--- src/rtl/reset_seq.sv ---
// Power-on reset sequencer: pulses the PLL reset, qualifies a stable lock, then
// releases N_RST downstream reset domains one after another and supervises lock.
module reset_seq #(
    parameter int unsigned PLL_RST_LEN  = 16,
    parameter int unsigned LOCK_STABLE  = 64,
    parameter int unsigned LOCK_TIMEOUT = 4096,
    parameter int unsigned STAGGER      = 8,
    parameter int unsigned N_RST        = 3
) (
    input  logic             clk,
    input  logic             rst_n,
    input  logic             pll_lock,
    input  logic             req_restart,
    output logic             pll_reset_n,
    output logic [N_RST-1:0] rst_out,
    output logic             ready,
    output logic [3:0]       fault_cnt
);

    typedef enum logic [1:0] {
        PLLRST    = 2'd0,
        WAIT_LOCK = 2'd1,
        RELEASE   = 2'd2,
        RUN       = 2'd3
    } state_t;

    localparam logic [15:0] RST_LAST    = 16'(PLL_RST_LEN - 32'd1);
    localparam logic [15:0] STABLE_LAST = 16'(LOCK_STABLE - 32'd1);
    localparam logic [15:0] TMO_LAST    = 16'(LOCK_TIMEOUT - 32'd1);

    // Counter value seen on the edge that releases domain k.
    function automatic logic [15:0] rel_point(input int unsigned k);
        return 16'((k + 32'd1) * STAGGER - 32'd1);
    endfunction

    localparam logic [15:0] REL_LAST = rel_point(N_RST - 32'd1);

    state_t           state_r, state_s;
    logic [15:0]      cnt_r, cnt_s;
    logic [15:0]      tmo_r, tmo_s;
    logic             lock_meta_r, lock_r;
    logic             pll_reset_n_r, pll_s;
    logic [N_RST-1:0] rst_out_r, rst_s, rel_mask_s;
    logic             ready_r, ready_s;
    logic [3:0]       fault_cnt_r, fault_s;
    logic             go_rst_s, fault_inc_s;

    // Lock synchronizer; held clear while the PLL itself is in reset so a
    // stale lock from before the pulse is never counted.
    always_ff @(posedge clk or negedge rst_n) begin
        if (!rst_n) begin
            lock_meta_r <= 1'b0;
            lock_r      <= 1'b0;
        end else if (state_r == PLLRST) begin
            lock_meta_r <= 1'b0;
            lock_r      <= 1'b0;
        end else begin
            lock_meta_r <= pll_lock;
            lock_r      <= lock_meta_r;
        end
    end

    // Which domains are due for release on this edge.
    always_comb begin
        rel_mask_s = '0;
        for (int k = 0; k < N_RST; k++) begin
            rel_mask_s[k] = (cnt_r == rel_point(k));
        end
    end

    // Next-state and next-output logic.
    always_comb begin
        state_s     = state_r;
        cnt_s       = cnt_r + 16'd1;
        tmo_s       = 16'd0;
        pll_s       = pll_reset_n_r;
        rst_s       = rst_out_r;
        ready_s     = ready_r;
        go_rst_s    = 1'b0;
        fault_inc_s = 1'b0;
        case (state_r)
            PLLRST: begin
                if (cnt_r == RST_LAST) begin
                    state_s = WAIT_LOCK;
                    cnt_s   = 16'd0;
                    pll_s   = 1'b1;
                end else begin
                    pll_s = 1'b0;
                end
            end
            WAIT_LOCK: begin
                tmo_s = tmo_r + 16'd1;
                if (!lock_r) begin
                    cnt_s = 16'd0;
                end else begin
                    cnt_s = cnt_r + 16'd1;
                end
                if (req_restart) begin
                    go_rst_s    = 1'b1;
                    fault_inc_s = (tmo_r == TMO_LAST) && !(lock_r && cnt_r == STABLE_LAST);
                end else if (lock_r && cnt_r == STABLE_LAST) begin
                    state_s = RELEASE;
                    cnt_s   = 16'd0;
                    tmo_s   = 16'd0;
                end else if (tmo_r == TMO_LAST) begin
                    go_rst_s    = 1'b1;
                    fault_inc_s = 1'b1;
                end else begin
                    state_s = WAIT_LOCK;
                end
            end
            RELEASE: begin
                if (!lock_r) begin
                    go_rst_s    = 1'b1;
                    fault_inc_s = 1'b1;
                end else if (req_restart) begin
                    go_rst_s = 1'b1;
                end else begin
                    rst_s = rst_out_r & ~rel_mask_s;
                    if (cnt_r == REL_LAST) begin
                        state_s = RUN;
                        ready_s = 1'b1;
                        cnt_s   = 16'd0;
                    end else begin
                        state_s = RELEASE;
                    end
                end
            end
            RUN: begin
                cnt_s = cnt_r;
                if (!lock_r) begin
                    go_rst_s    = 1'b1;
                    fault_inc_s = 1'b1;
                end else if (req_restart) begin
                    go_rst_s = 1'b1;
                end else begin
                    state_s = RUN;
                end
            end
            default: begin
                go_rst_s = 1'b1;
            end
        endcase
        if (go_rst_s) begin
            state_s = PLLRST;
            cnt_s   = 16'd0;
            tmo_s   = 16'd0;
            pll_s   = 1'b0;
            rst_s   = '1;
            ready_s = 1'b0;
        end else begin
            state_s = state_s;
        end
        if (fault_inc_s && fault_cnt_r != 4'd15) begin
            fault_s = fault_cnt_r + 4'd1;
        end else begin
            fault_s = fault_cnt_r;
        end
    end

    // State, counters and registered outputs.
    always_ff @(posedge clk or negedge rst_n) begin
        if (!rst_n) begin
            state_r       <= PLLRST;
            cnt_r         <= 16'd0;
            tmo_r         <= 16'd0;
            pll_reset_n_r <= 1'b0;
            rst_out_r     <= '1;
            ready_r       <= 1'b0;
            fault_cnt_r   <= 4'd0;
        end else begin
            state_r       <= state_s;
            cnt_r         <= cnt_s;
            tmo_r         <= tmo_s;
            pll_reset_n_r <= pll_s;
            rst_out_r     <= rst_s;
            ready_r       <= ready_s;
            fault_cnt_r   <= fault_s;
        end
    end

    assign pll_reset_n = pll_reset_n_r;
    assign rst_out     = rst_out_r;
    assign ready       = ready_r;
    assign fault_cnt   = fault_cnt_r;

endmodule

--- config.mk ---
export PLATFORM = sky130hd
export DESIGN_NAME = reset_seq
export DESIGN_NICKNAME = d
export VERILOG_FILES = /design/src/rtl/reset_seq.sv
export SDC_FILE = /design/constraint.sdc
export NUM_CORES = 1
export LEC_CHECK = 0
export BUFFER_PORTS_ARGS = -buffer_cell sky130_fd_sc_hd__buf_2
export CAP_MARGIN = 10
export CELL_PAD_IN_SITES_DETAIL_PLACEMENT = 1
export CELL_PAD_IN_SITES_GLOBAL_PLACEMENT = 2
export CORE_UTILIZATION = 35
export CTS_CLUSTER_SIZE = 25
export DETAILED_ROUTE_END_ITERATION = 6
export PLACE_DENSITY_LB_ADDON = 0.3
export REMOVE_ABC_BUFFERS = 1
export SLEW_MARGIN = 20
export SYNTH_ARGS = -nofsm -noshare
export SYNTH_HDL_FRONTEND = slang
export SYNTH_SLANG_ARGS = --single-unit
export TNS_END_PERCENT = 30
--- constraint.sdc ---
create_clock -name clk -period 4.6 [get_ports clk]
set_input_delay 0.23 -clock clk [delete_from_list [all_inputs] [get_ports clk]]
set_output_delay 0.23 -clock clk [all_outputs]
set_load 0.1 [all_outputs]
==> results of run 1 <==
registers in the layout (all words and copies together), names as in the netlist:
register     cells
fault_cnt        4
state_r          2
rst_out          3
pll_reset_n      1
lock_meta_r      1
tmo_r           16
cnt_r           16
ready            1
lock_r           1
cells by family (layout without fill, tap and decap cells):
group | Yosys count | after routing
XOR/XNOR | 24 | 24
adder cells (fa/ha/maj) | 7 | 7
flip-flops | 45 | 45
AND/OR/NAND/NOR | 115 | 115
AO/OA/AOI/OAI | 36 | 36
buffers and inverters | 24 | 37
multiplexers | 3 | 3
critical path, delay by kind of cell, from the launching register on:
family             cells  cell delay, ns
and+or+nand+nor        4            1.98
AOI/OAI and AO/OA      1            0.30
DFF                    1            0.44
through the flow:
| stage | setup WS (ns) | cells |
|---|---|---|
| 2_1_floorplan | 2.14 | 245 |
| 3_3_place_gp | 1.66 | 354 |
| 3_5_place_dp | 1.56 | 354 |
| 4_1_cts | 1.55 | 362 |
| 5_1_grt | 1.48 | 363 |
| 6_report | 1.70 | 363 |
final cells by class:
cell class	instances	area share (%)
well taps	96	4.36
flip-flops and latches	45	41.0
clock buffers	7	2.77
multi-input cells	185	46.6
clock inverters	1	0.272
inverters	15	2.04
repair buffers	14	2.91
metal layers:
metal	part of all wire (%)	wire length, um	GRT usage, %	vias to the layer above
met4	1.4	78	5.91	0
li1	-	-	-	936
met2	48	2730	28.6	19
met3	1.5	82	2.29	7
met1	49	2770	22.9	958
met5	0	0	0	-
synth_stat cells (all sizes together):
| master | number | area (sq um) |
|---|---|---|
| a21o | 2 | 15.0 |
| a22o | 1 | 8.76 |
| nor4 | 6 | 80.1 |
| ha | 7 | 87.6 |
| dfrtp | 42 | 1050 |
| and4 | 3 | 26.3 |
| o211ai | 2 | 28.8 |
| a31oi | 3 | 18.8 |
| or4 | 4 | 37.5 |
| nor3 | 29 | 145 |
| mux2 | 3 | 33.8 |
| inv | 15 | 56.3 |
| and3 | 6 | 37.5 |
| and2 | 4 | 25.0 |
| xor2 | 11 | 96.3 |
| nor3b | 2 | 15.0 |
| a21oi | 9 | 48.8 |
| nand3 | 19 | 95.1 |
| buf | 5 | 37.5 |
| nor2 | 10 | 37.5 |
| nand4 | 10 | 62.6 |
| nand2 | 13 | 48.8 |
| o311ai | 1 | 8.76 |
| o31ai | 1 | 7.51 |
| xnor2 | 13 | 114 |
| nand2b | 2 | 12.5 |
| a211oi | 1 | 7.51 |
| o22ai | 1 | 6.26 |
| dfstp | 3 | 78.8 |
| or2 | 2 | 12.5 |
| a22oi | 1 | 7.51 |
| a2111oi | 4 | 60.1 |
| a41oi | 1 | 8.76 |
| clkbuf | 4 | 15.0 |
| o21ai | 8 | 40.0 |
| nor2b | 5 | 31.3 |
| a32oi | 1 | 8.76 |
power groups by stage:
stage / sequential [mW] / combinational (mW) / clock (mW)
after global routing: 0.461 / 0.257 / 0.275
after global placement: 0.462 / 0.221 / 0
after floorplan: 0.455 / 0.157 / 0
after CTS: 0.456 / 0.224 / 0.260
final: 0.455 / 0.223 / 0.246
after detailed placement: 0.463 / 0.223 / 0
worst max path at each step:
stage / startpoint / endpoint / slack (ns) / depth (start not counted)
finish: cnt_r[6] / cnt_r[12] / 1.70 / 5
global route: cnt_r[6] / cnt_r[7] / 1.48 / 5
CTS: state_r[1] / cnt_r[13] / 1.55 / 6
detailed placement: state_r[1] / cnt_r[13] / 1.56 / 6
global placement: state_r[0] / cnt_r[2] / 1.66 / 6
floorplan: cnt_r[6] / cnt_r[10] / 2.14 / 5
timing repair:
item / 4_1_cts / 5_1_grt
endpoints found under the hold margin: 0 / 42
gates resized for setup: 0 / 0
hold buffers: 0 / 1
==> flow_metrics.env, run 1 <==
export IMPL_clkPwrFrac_pct=26.6
export IMPL_post_cts_setup_buffer_count=0
export IMPL_r2r_cells=5
export IMPL_slowest_delay_ns=0.88
export IMPL_reg2reg_slack_ns=1.70
export IMPL_clockRootBuffer="clkbuf_8"
export IMPL_drc=0
export IMPL_max_slew_margin_pct=36.9
export IMPL_place_area_sq_mm=0.00265
export IMPL_finalHoldViolations=0
export IMPL_tritoncts="done"
export IMPL_htree_levels=2
export IMPL_multi_input_area_sq_mm=0.00128
export IMPL_postRouteAntennaNets=0
export IMPL_first_global_vias=2049
export IMPL_synth_adder_area_share_pct=3.49
export IMPL_grt_max_degree=46
export IMPL_rsz0062_at_grt="no"
export IMPL_hold_path_class="in2reg"
export IMPL_fin_area_sq_mm=0.00276
export IMPL_final_max_slew_violation_count=0
export IMPL_syn_avg_cell_area_sq_um=9.89
export IMPL_crit_fanout=14
export IMPL_cpMostUsedCell="nor4_4"
export IMPL_hpwl_um=3890
export IMPL_ys_ff_latch=45
export IMPL_hold_ws_ns=0.150
export IMPL_regArea_sq_mm=0.00113
export IMPL_via_per_inst=5.29
export IMPL_maxCapViolCount=0
export IMPL_cp_arrival_ns=3.03
export IMPL_clk_pin_slew_worst_paths_ns=0.09
export IMPL_core_area_sq_mm=0.00687
export IMPL_clk_path_buf_depth=2
export IMPL_nNetsFinal=277
export IMPL_ys_seq_area_share_pct=45.0
export IMPL_yosys_warnings=0
export IMPL_power_density_mw_per_mm2=336
export IMPL_post_route_min_period_ns=2.90
export IMPL_crit_slowest_cell="nor4_4"
export IMPL_synth_top_family_by_area="simple AND/OR/NAND/NOR gates"
export IMPL_die_x_um=86.7
export IMPL_synth_area_sq_mm=0.00251
export IMPL_regToRegStartpoint="cnt_r[6]"
export IMPL_critPathKind="reg2reg"
export IMPL_worstSetupEndpointType="flip-flop"
export IMPL_syn_to_final_growth_pct=9.66
export IMPL_gp_routability_congestion=0.700
export IMPL_max_freq_mhz=345
export IMPL_start_util_pct=36.6
export IMPL_final_common_cell="dfrtp_1"
export IMPL_antenna_found_initial=0
export IMPL_synth_compound_area_share_pct=11.0
export IMPL_synthDistinctLibCells=45
export IMPL_wl_um=5650
export IMPL_final_cell_mix="42 x dfrtp_1, 29 x nor3_1, 19 x nand3_1, 15 x inv_1"
export IMPL_io_buffers=12
export IMPL_insertion_delay_ns=0.30
export IMPL_worst_slew_pin_slew_ns=0.940
export IMPL_final_setup_viol_count=0
export IMPL_pwr_share_seq_pct=49.2
export IMPL_finalCritPeriodShare_pct=63.1
export IMPL_dieArea_sq_mm=0.00752
export IMPL_overflow=0
export IMPL_status="finished, final reports clean"
export IMPL_rr_endpoint="cnt_r[12]"
export IMPL_syn_inst=254
export IMPL_grt_pass1_wl_um=10100
export IMPL_crit_required_ns=4.73
export IMPL_peakVddDrop_mv=0.139
export IMPL_hold_depth=2
export IMPL_power_leakage_nw=1.08
export IMPL_numCtsBuffers=5
export IMPL_power_frac_comb_pct=24.2
export IMPL_drt_first_iter_violations=76
export IMPL_layout_drive_gt1_share_pct=14.6
export IMPL_start_kind="flip-flop"
export IMPL_ios=13
export IMPL_cp_cell_sequence="or4_4, nor4_4, a41oi_1, nor4_4, nor3_1"
export IMPL_skew_ns=0.0103
export IMPL_fillers=819
export IMPL_yosys_mux_area_fraction_pct=1.34
export IMPL_utilization_pct=40.1
export IMPL_wl_per_cell_um=15.6
export IMPL_setup_tns_ns=0
export IMPL_grt_use_total_pct=17.2
export IMPL_sw_frac_of_total_pct=34.8
export IMPL_synth_xor_area_share_pct=8.37
export IMPL_antennaDiodeCount=0
export IMPL_synth_simple_area_share_pct=26.5
export IMPL_p_int_uw=603
export IMPL_holdPathEnd="lock_meta_r"
export IMPL_finalPower_uw=925
export IMPL_first_pass_iters=4
export IMPL_min_from="pll_lock"
export IMPL_die_height_um=86.7
export IMPL_route_vias_total=1920
export IMPL_cts_sinks=45
export IMPL_p_switching_uw=322
export IMPL_rows=30
Note: power is estimated with default switching activity, not from simulation.
==> run 2, diff against run 1 <==
--- a/config.mk
+++ b/config.mk
@@ -5,6 +5,7 @@
 export SDC_FILE = /design/constraint.sdc
 export NUM_CORES = 1
 export LEC_CHECK = 0
+export ABC_AREA = 1
 export BUFFER_PORTS_ARGS = -buffer_cell sky130_fd_sc_hd__buf_2
 export CAP_MARGIN = 10
 export CELL_PAD_IN_SITES_DETAIL_PLACEMENT = 1
==> constraint.sdc (replaced) <==
create_clock -name clk -period 2.7 [get_ports clk]
set_input_delay 0.135 -clock clk [delete_from_list [all_inputs] [get_ports clk]]
set_output_delay 0.135 -clock clk [all_outputs]
set_load 0.1 [all_outputs]
==> flow_metrics.env, run 2 <==
export IMPL_status="finished, final reports clean"
export IMPL_grt_pass1_wl_um=11100
export IMPL_finalHoldViolations=0
export IMPL_yosys_area_top_type_share_pct=39.3
export IMPL_fin_area_sq_mm=0.00296
export IMPL_layout_drive_gt1_share_pct=11.0
export IMPL_synthDistinctLibCells=33
export IMPL_io_buffers=12
export IMPL_setup_tns_ns=0
export IMPL_cts_sinks=45
export IMPL_ys_ff_latch=45
export IMPL_syn_avg_cell_area_sq_um=7.51
export IMPL_crit_fanout=16
export IMPL_synth_area_sq_mm=0.00267
export IMPL_max_slew_margin_pct=58.9
export IMPL_insertion_delay_ns=0.31
export IMPL_synthTopCellsByArea="dfrtp_1 39%, nand2_1 12%, nor2_1 8.7%"
export IMPL_nNetsFinal=383
export IMPL_antennaDiodeCount=0
export IMPL_synth_edf_count=0
export IMPL_overflow=0
export IMPL_ios=13
export IMPL_final_common_cell="nand2_1"
export IMPL_reg2reg_slack_ns=0.57
export IMPL_start_util_pct=36.5
export IMPL_ys_seq_area_share_pct=42.3
export IMPL_post_route_min_period_ns=2.13
export IMPL_final_cell_mix="87 x nand2_1, 62 x nor2_1, 42 x dfrtp_1, 41 x inv_1, 26 x nand3_1"
export IMPL_syn_to_final_growth_pct=10.8
export IMPL_yosysMostFrequentCell="nand2_1"
export IMPL_regArea_sq_mm=0.00113
export IMPL_drt_first_iter_violations=131
export IMPL_synth_common_cells="87 x nand2_1, 62 x nor2_1, 42 x dfrtp_1"
export IMPL_first_global_vias=2304
export IMPL_clk_path_buf_depth=2
export IMPL_maxCapViolCount=0
export IMPL_place_area_sq_mm=0.00283
export IMPL_power_density_mw_per_mm2=699
export IMPL_wl_um=6600
export IMPL_critPathKind="reg2reg"
export IMPL_die_height_um=89.4
export IMPL_max_freq_mhz=469
export IMPL_finalCritPeriodShare_pct=79.0
export IMPL_r2r_cells=12
export IMPL_wl_per_cell_um=14.0
export IMPL_drc=0
export IMPL_grt_use_total_pct=18.4
export IMPL_gp_routability_congestion=0.836
export IMPL_regToRegStartpoint="tmo_r[0]"
export IMPL_yosys_warnings=0
export IMPL_ys_async_sr_fraction_pct=100
export IMPL_rows=31
export IMPL_fillers=918
export IMPL_crit_path_end="cnt_r[7]"
export IMPL_numCtsBuffers=5
export IMPL_hold_path_class="in2reg"
export IMPL_worstSetupEndpointType="flip-flop"
export IMPL_worst_slew_pin_slew_ns=0.616
export IMPL_core_area_sq_mm=0.00733
export IMPL_hpwl_um=5070
export IMPL_die_x_um=89.4
export IMPL_postRouteAntennaNets=0
export IMPL_crit_required_ns=2.90
export IMPL_final_max_slew_violation_count=0
export IMPL_via_per_inst=4.90
export IMPL_start_kind="flip-flop"
export IMPL_clk_pin_slew_worst_paths_ns=0.10
export IMPL_power_leakage_nw=1.33
export IMPL_skew_ns=0.0160
export IMPL_first_pass_iters=4
export IMPL_antenna_found_initial=0
export IMPL_dieArea_sq_mm=0.00799
export IMPL_grt_max_degree=46
export IMPL_route_vias_total=2312
export IMPL_syn_inst=356
export IMPL_rsz0062_at_grt="no"
export IMPL_htree_levels=2
export IMPL_peakVddDrop_mv=0.431
export IMPL_yosysTopAreaCell="dfrtp_1"
export IMPL_multi_input_area_sq_mm=0.00135
export IMPL_final_setup_viol_count=0
export IMPL_cp_arrival_ns=2.33
export IMPL_post_cts_resized=0
export IMPL_synthFlopType="dfrtp_1"
export IMPL_rr_endpoint="cnt_r[7]"
export IMPL_clockRootBuffer="clkbuf_8"
export IMPL_cp_startpoint="tmo_r[0]"
export IMPL_tritoncts="done"
[run 2: critical path: stages (launching register included)]
cell and delay, ns:
dfrtp_1 0.39, ha_1 0.19, nand2_1 0.08, nor2_1 0.18, nand3_1 0.14, nor2_1 0.15, nand3_2 0.11, nand2_4 0.11
nand2_8 0.11, nand2_4 0.20, nand2_1 0.20, nand2_1 0.12, nor2_1 0.04
[run 2: timing repair]
| item | CTS | global route |
|---|---|---|
| hold buffers | 0 | 1 |
| buffers inserted | 0 | 0 |
| endpoints found under the hold margin | 0 | 42 |
[run 2: final cells by class]
type | count | area share, %
clock buffer | 5 | 2.32
clock inverter | 3 | 1.56
inverter | 43 | 5.53
multi-input combinational | 263 | 45.5
sequential | 45 | 38.1
tap | 99 | 4.18
timing repair buffer | 14 | 2.70
[run 2: kinds of logic (layout without fill, tap and decap cells)]
family          Yosys count  in the layout  synth area share (%)
simple gates            217            217                  37.6
fa+ha+maj                 7              7                  3.28
buf+inv                  48             65                  7.30
xor+xnor                 11             11                  3.60
flops                    45             45                  42.3
compound gates           28             28                  5.99
[run 2: power breakdown]
group	leakage, nW	internal [mW]	switching (mW)
clock network	0.0543	0.277	0.250
logic	0.671	0.200	0.490
registers	0.604	0.756	0.0953
total	1.33	1.23	0.835
[run 2: per-layer routing]
| metal | GRT usage, % | share of wire [%] | vias up |
|---|---|---|---|
| met4 | 4.33 | 1.1 | 0 |
| met3 | 2.77 | 1.8 | 6 |
| met2 | 29.6 | 47 | 16 |
| met5 | 0 | 0 | - |
| met1 | 26.2 | 51 | 1121 |
| li1 | - | - | 1169 |
[run 2: metrics by stage]
stage          power [mW]  util (%)  setup slack, ns  hold slack, ns  instances
2_1_floorplan        1.35         -            0.863          -0.161        351
3_3_place_gp         1.55      38.7            0.592           0.350        463
3_5_place_dp         1.57      38.7            0.539           0.360        463
4_1_cts              2.10      40.2            0.512          0.0205        471
5_1_grt              2.24      40.4            0.318          0.0288        472
6_report             2.07      40.4            0.567          0.0208        472
[run 2: how the worst min path moves through the flow]
stage / end / slack (ns) / cells past startpoint / from
finish: lock_meta_r / 0.02 / 3 / pll_lock
global route: lock_meta_r / 0.03 / 3 / pll_lock
CTS: lock_meta_r / 0.02 / 3 / pll_lock
detailed placement: lock_meta_r / 0.36 / 3 / pll_lock
global placement: lock_meta_r / 0.35 / 3 / pll_lock
floorplan: cnt_r[0] / -0.16 / 0 / rst_n
==> run 3, diff against run 2 <==
--- a/config.mk
+++ b/config.mk
@@ -5,7 +5,7 @@
 export SDC_FILE = /design/constraint.sdc
 export NUM_CORES = 1
 export LEC_CHECK = 0
-export ABC_AREA = 1
+export ABC_AREA = 0
 export BUFFER_PORTS_ARGS = -buffer_cell sky130_fd_sc_hd__buf_2
 export CAP_MARGIN = 10
 export CELL_PAD_IN_SITES_DETAIL_PLACEMENT = 1
==> constraint.sdc (replaced) <==
create_clock -name clk -period 2.2 [get_ports clk]
set_input_delay 0.11 -clock clk [delete_from_list [all_inputs] [get_ports clk]]
set_output_delay 0.11 -clock clk [all_outputs]
set_load 0.1 [all_outputs]
==> flow_metrics.env, run 3 (synthesized netlist as in run 1, its figures left out) <==
export IMPL_status="complete, but fails checks"
export IMPL_violations="setup timing"
export IMPL_tritoncts="done"
export IMPL_power_leakage_nw=1.32
export IMPL_first_pass_iters=4
export IMPL_via_per_inst=5.28
export IMPL_critPathKind="reg2reg"
export IMPL_maxCapViolCount=0
export IMPL_crit_fanout=14
export IMPL_drt_first_iter_violations=48
export IMPL_postRouteAntennaNets=0
export IMPL_io_buffers=12
export IMPL_drc=0
export IMPL_dp_slack_ns=-0.225
export IMPL_finalHoldViolations=0
export IMPL_final_max_slew_violation_count=0
export IMPL_htree_levels=2
export IMPL_setup_tns_ns=-3.53
export IMPL_core_area_sq_mm=0.00687
export IMPL_clockRootBuffer="clkbuf_8"
export IMPL_hold_ws_ns=0.0538
export IMPL_rows=30
export IMPL_wl_met1_um=3160
export IMPL_final_cell_mix="42 x dfrtp_1, 32 x buf_4, 23 x nor3_1, 18 x nand3_1, 15 x inv_1"
export IMPL_ios=13
export IMPL_worst_slew_pin_slew_ns=0.490
export IMPL_grt_use_total_pct=20.0
export IMPL_peakVddDrop_mv=0.238
export IMPL_antennaDiodeCount=0
export IMPL_cts_sinks=45
export IMPL_final_common_cell="dfrtp_1"
export IMPL_syn_to_final_growth_pct=29.5
export IMPL_start_util_pct=36.6
export IMPL_clk_path_buf_depth=2
export IMPL_fillers=800
export IMPL_dr_max_layer_used="met4"
export IMPL_crit_required_ns=2.36
export IMPL_dr_wl_met3_um=126
export IMPL_clk_pin_slew_worst_paths_ns=0.09
export IMPL_max_freq_mhz=421
export IMPL_finalCritPeriodShare_pct=108
export IMPL_hold_path_class="in2reg"
export IMPL_numCtsBuffers=5
export IMPL_wl_um=6680
export IMPL_cp_arrival_ns=2.53
export IMPL_grt_pass1_wl_um=11600
export IMPL_skew_ns=0.00614
export IMPL_max_slew_margin_pct=67.6
export IMPL_rsz0062_at_grt="yes"
export IMPL_grt_max_degree=21
export IMPL_insertion_delay_ns=0.29
export IMPL_postLayoutSetupSlackWorst_ns=-0.176
export IMPL_first_global_vias=2231
export IMPL_power_density_mw_per_mm2=677
export IMPL_route_vias_total=2112
export IMPL_nNetsFinal=315
export IMPL_layout_drive_gt1_share_pct=30.9
export IMPL_route_met2_wl_um=3370
export IMPL_wl_per_cell_um=16.7
export IMPL_hpwl_um=4420
export IMPL_dieArea_sq_mm=0.00752
export IMPL_antenna_found_initial=0
export IMPL_final_setup_viol_count=40
export IMPL_worstSetupEndpointType="flip-flop"
export IMPL_overflow=0
export IMPL_gp_routability_congestion=0.804
export IMPL_die_x_um=86.7
export IMPL_die_height_um=86.7
export IMPL_post_route_min_period_ns=2.38
export IMPL_start_kind="flip-flop"
-- run 3: cell types whose count changed in the layout (fill, tap and decap cells not counted), moves of 4 or more --
cell,delta
a2111oi_4,+4
a21oi_1,-4
and2_1,+4
and3_1,+6
buf_4,+30
inv_1,-26
nand2_1,-74
nand3_1,-8
nor2_1,-52
nor2b_1,+5
nor3_1,+14
nor3_2,+6
xnor2_1,+6
xor2_1,+7
-- run 3: metal layers --
metal  up-vias  global-route usage, %
met5         -                      0
met4         0                   4.70
met3         2                   2.95
met2        18                   35.1
met1      1075                   26.0
li1       1017                      -
-- run 3: path summary, 6_finish.rpt --
kind,startpoint,end,slack (ns),cells after the start
max,cnt_r[6],cnt_r[5],-0.18,8
min,pll_lock,lock_meta_r,0.05,2
max reg2reg,cnt_r[6],cnt_r[5],-0.18,8
min reg2reg,lock_meta_r,lock_r,0.49,1
max in group asynchronous,rst_n,rst_out[1],1.26,3
min in group asynchronous,rst_n,cnt_r[0],0.30,2
-- run 3: repair_timing --
item | 4_1_cts | 5_1_grt
resized for setup | 22 | 9
buffers inserted | 3 | 3
setup endpoints to repair | 43 | 43
pin swaps | 11 | 4
gates cloned | 2 | 0
hold buffers | 1 | 0
endpoints found under the hold margin | 16 | 0
-- run 3: cell type report --
type,count,area (sq um),share of cell area [%]
tap,96,120,3.69
sequential,45,1130,34.7
multi-input combinational,185,1420,43.5
inverter,15,56.3,1.73
clock buffer,7,86.3,2.65
timing repair buffer,52,445,13.7
-- run 3: through the flow --
step | instances | power (mW) | cell area, sq um | util, %
6_report | 400 | 2.20 | 3250 | 47.4
2_1_floorplan | 245 | 1.28 | 2460 | -
3_5_place_dp | 384 | 1.57 | 2910 | 42.4
4_1_cts | 397 | 2.22 | 3200 | 46.6
3_3_place_gp | 384 | 1.55 | 2910 | 42.4
5_1_grt | 400 | 2.33 | 3250 | 47.4
-- run 3: critical path, cell delays in order (launching register included) --
cell	delay (ns)
dfrtp_1	0.39
or4_4	0.54
buf_4	0.15
nor4_4	0.21
buf_4	0.18
a41oi_2	0.16
nor4_4	0.33
buf_12	0.21
a2111oi_4	0.07
-- run 3: where the power goes --
group          switching (mW)  internal, mW  total, mW
Clock                   0.282         0.250      0.532
Combinational           0.417         0.307      0.724
Sequential             0.0567         0.891      0.948
Total                   0.756          1.45       2.20
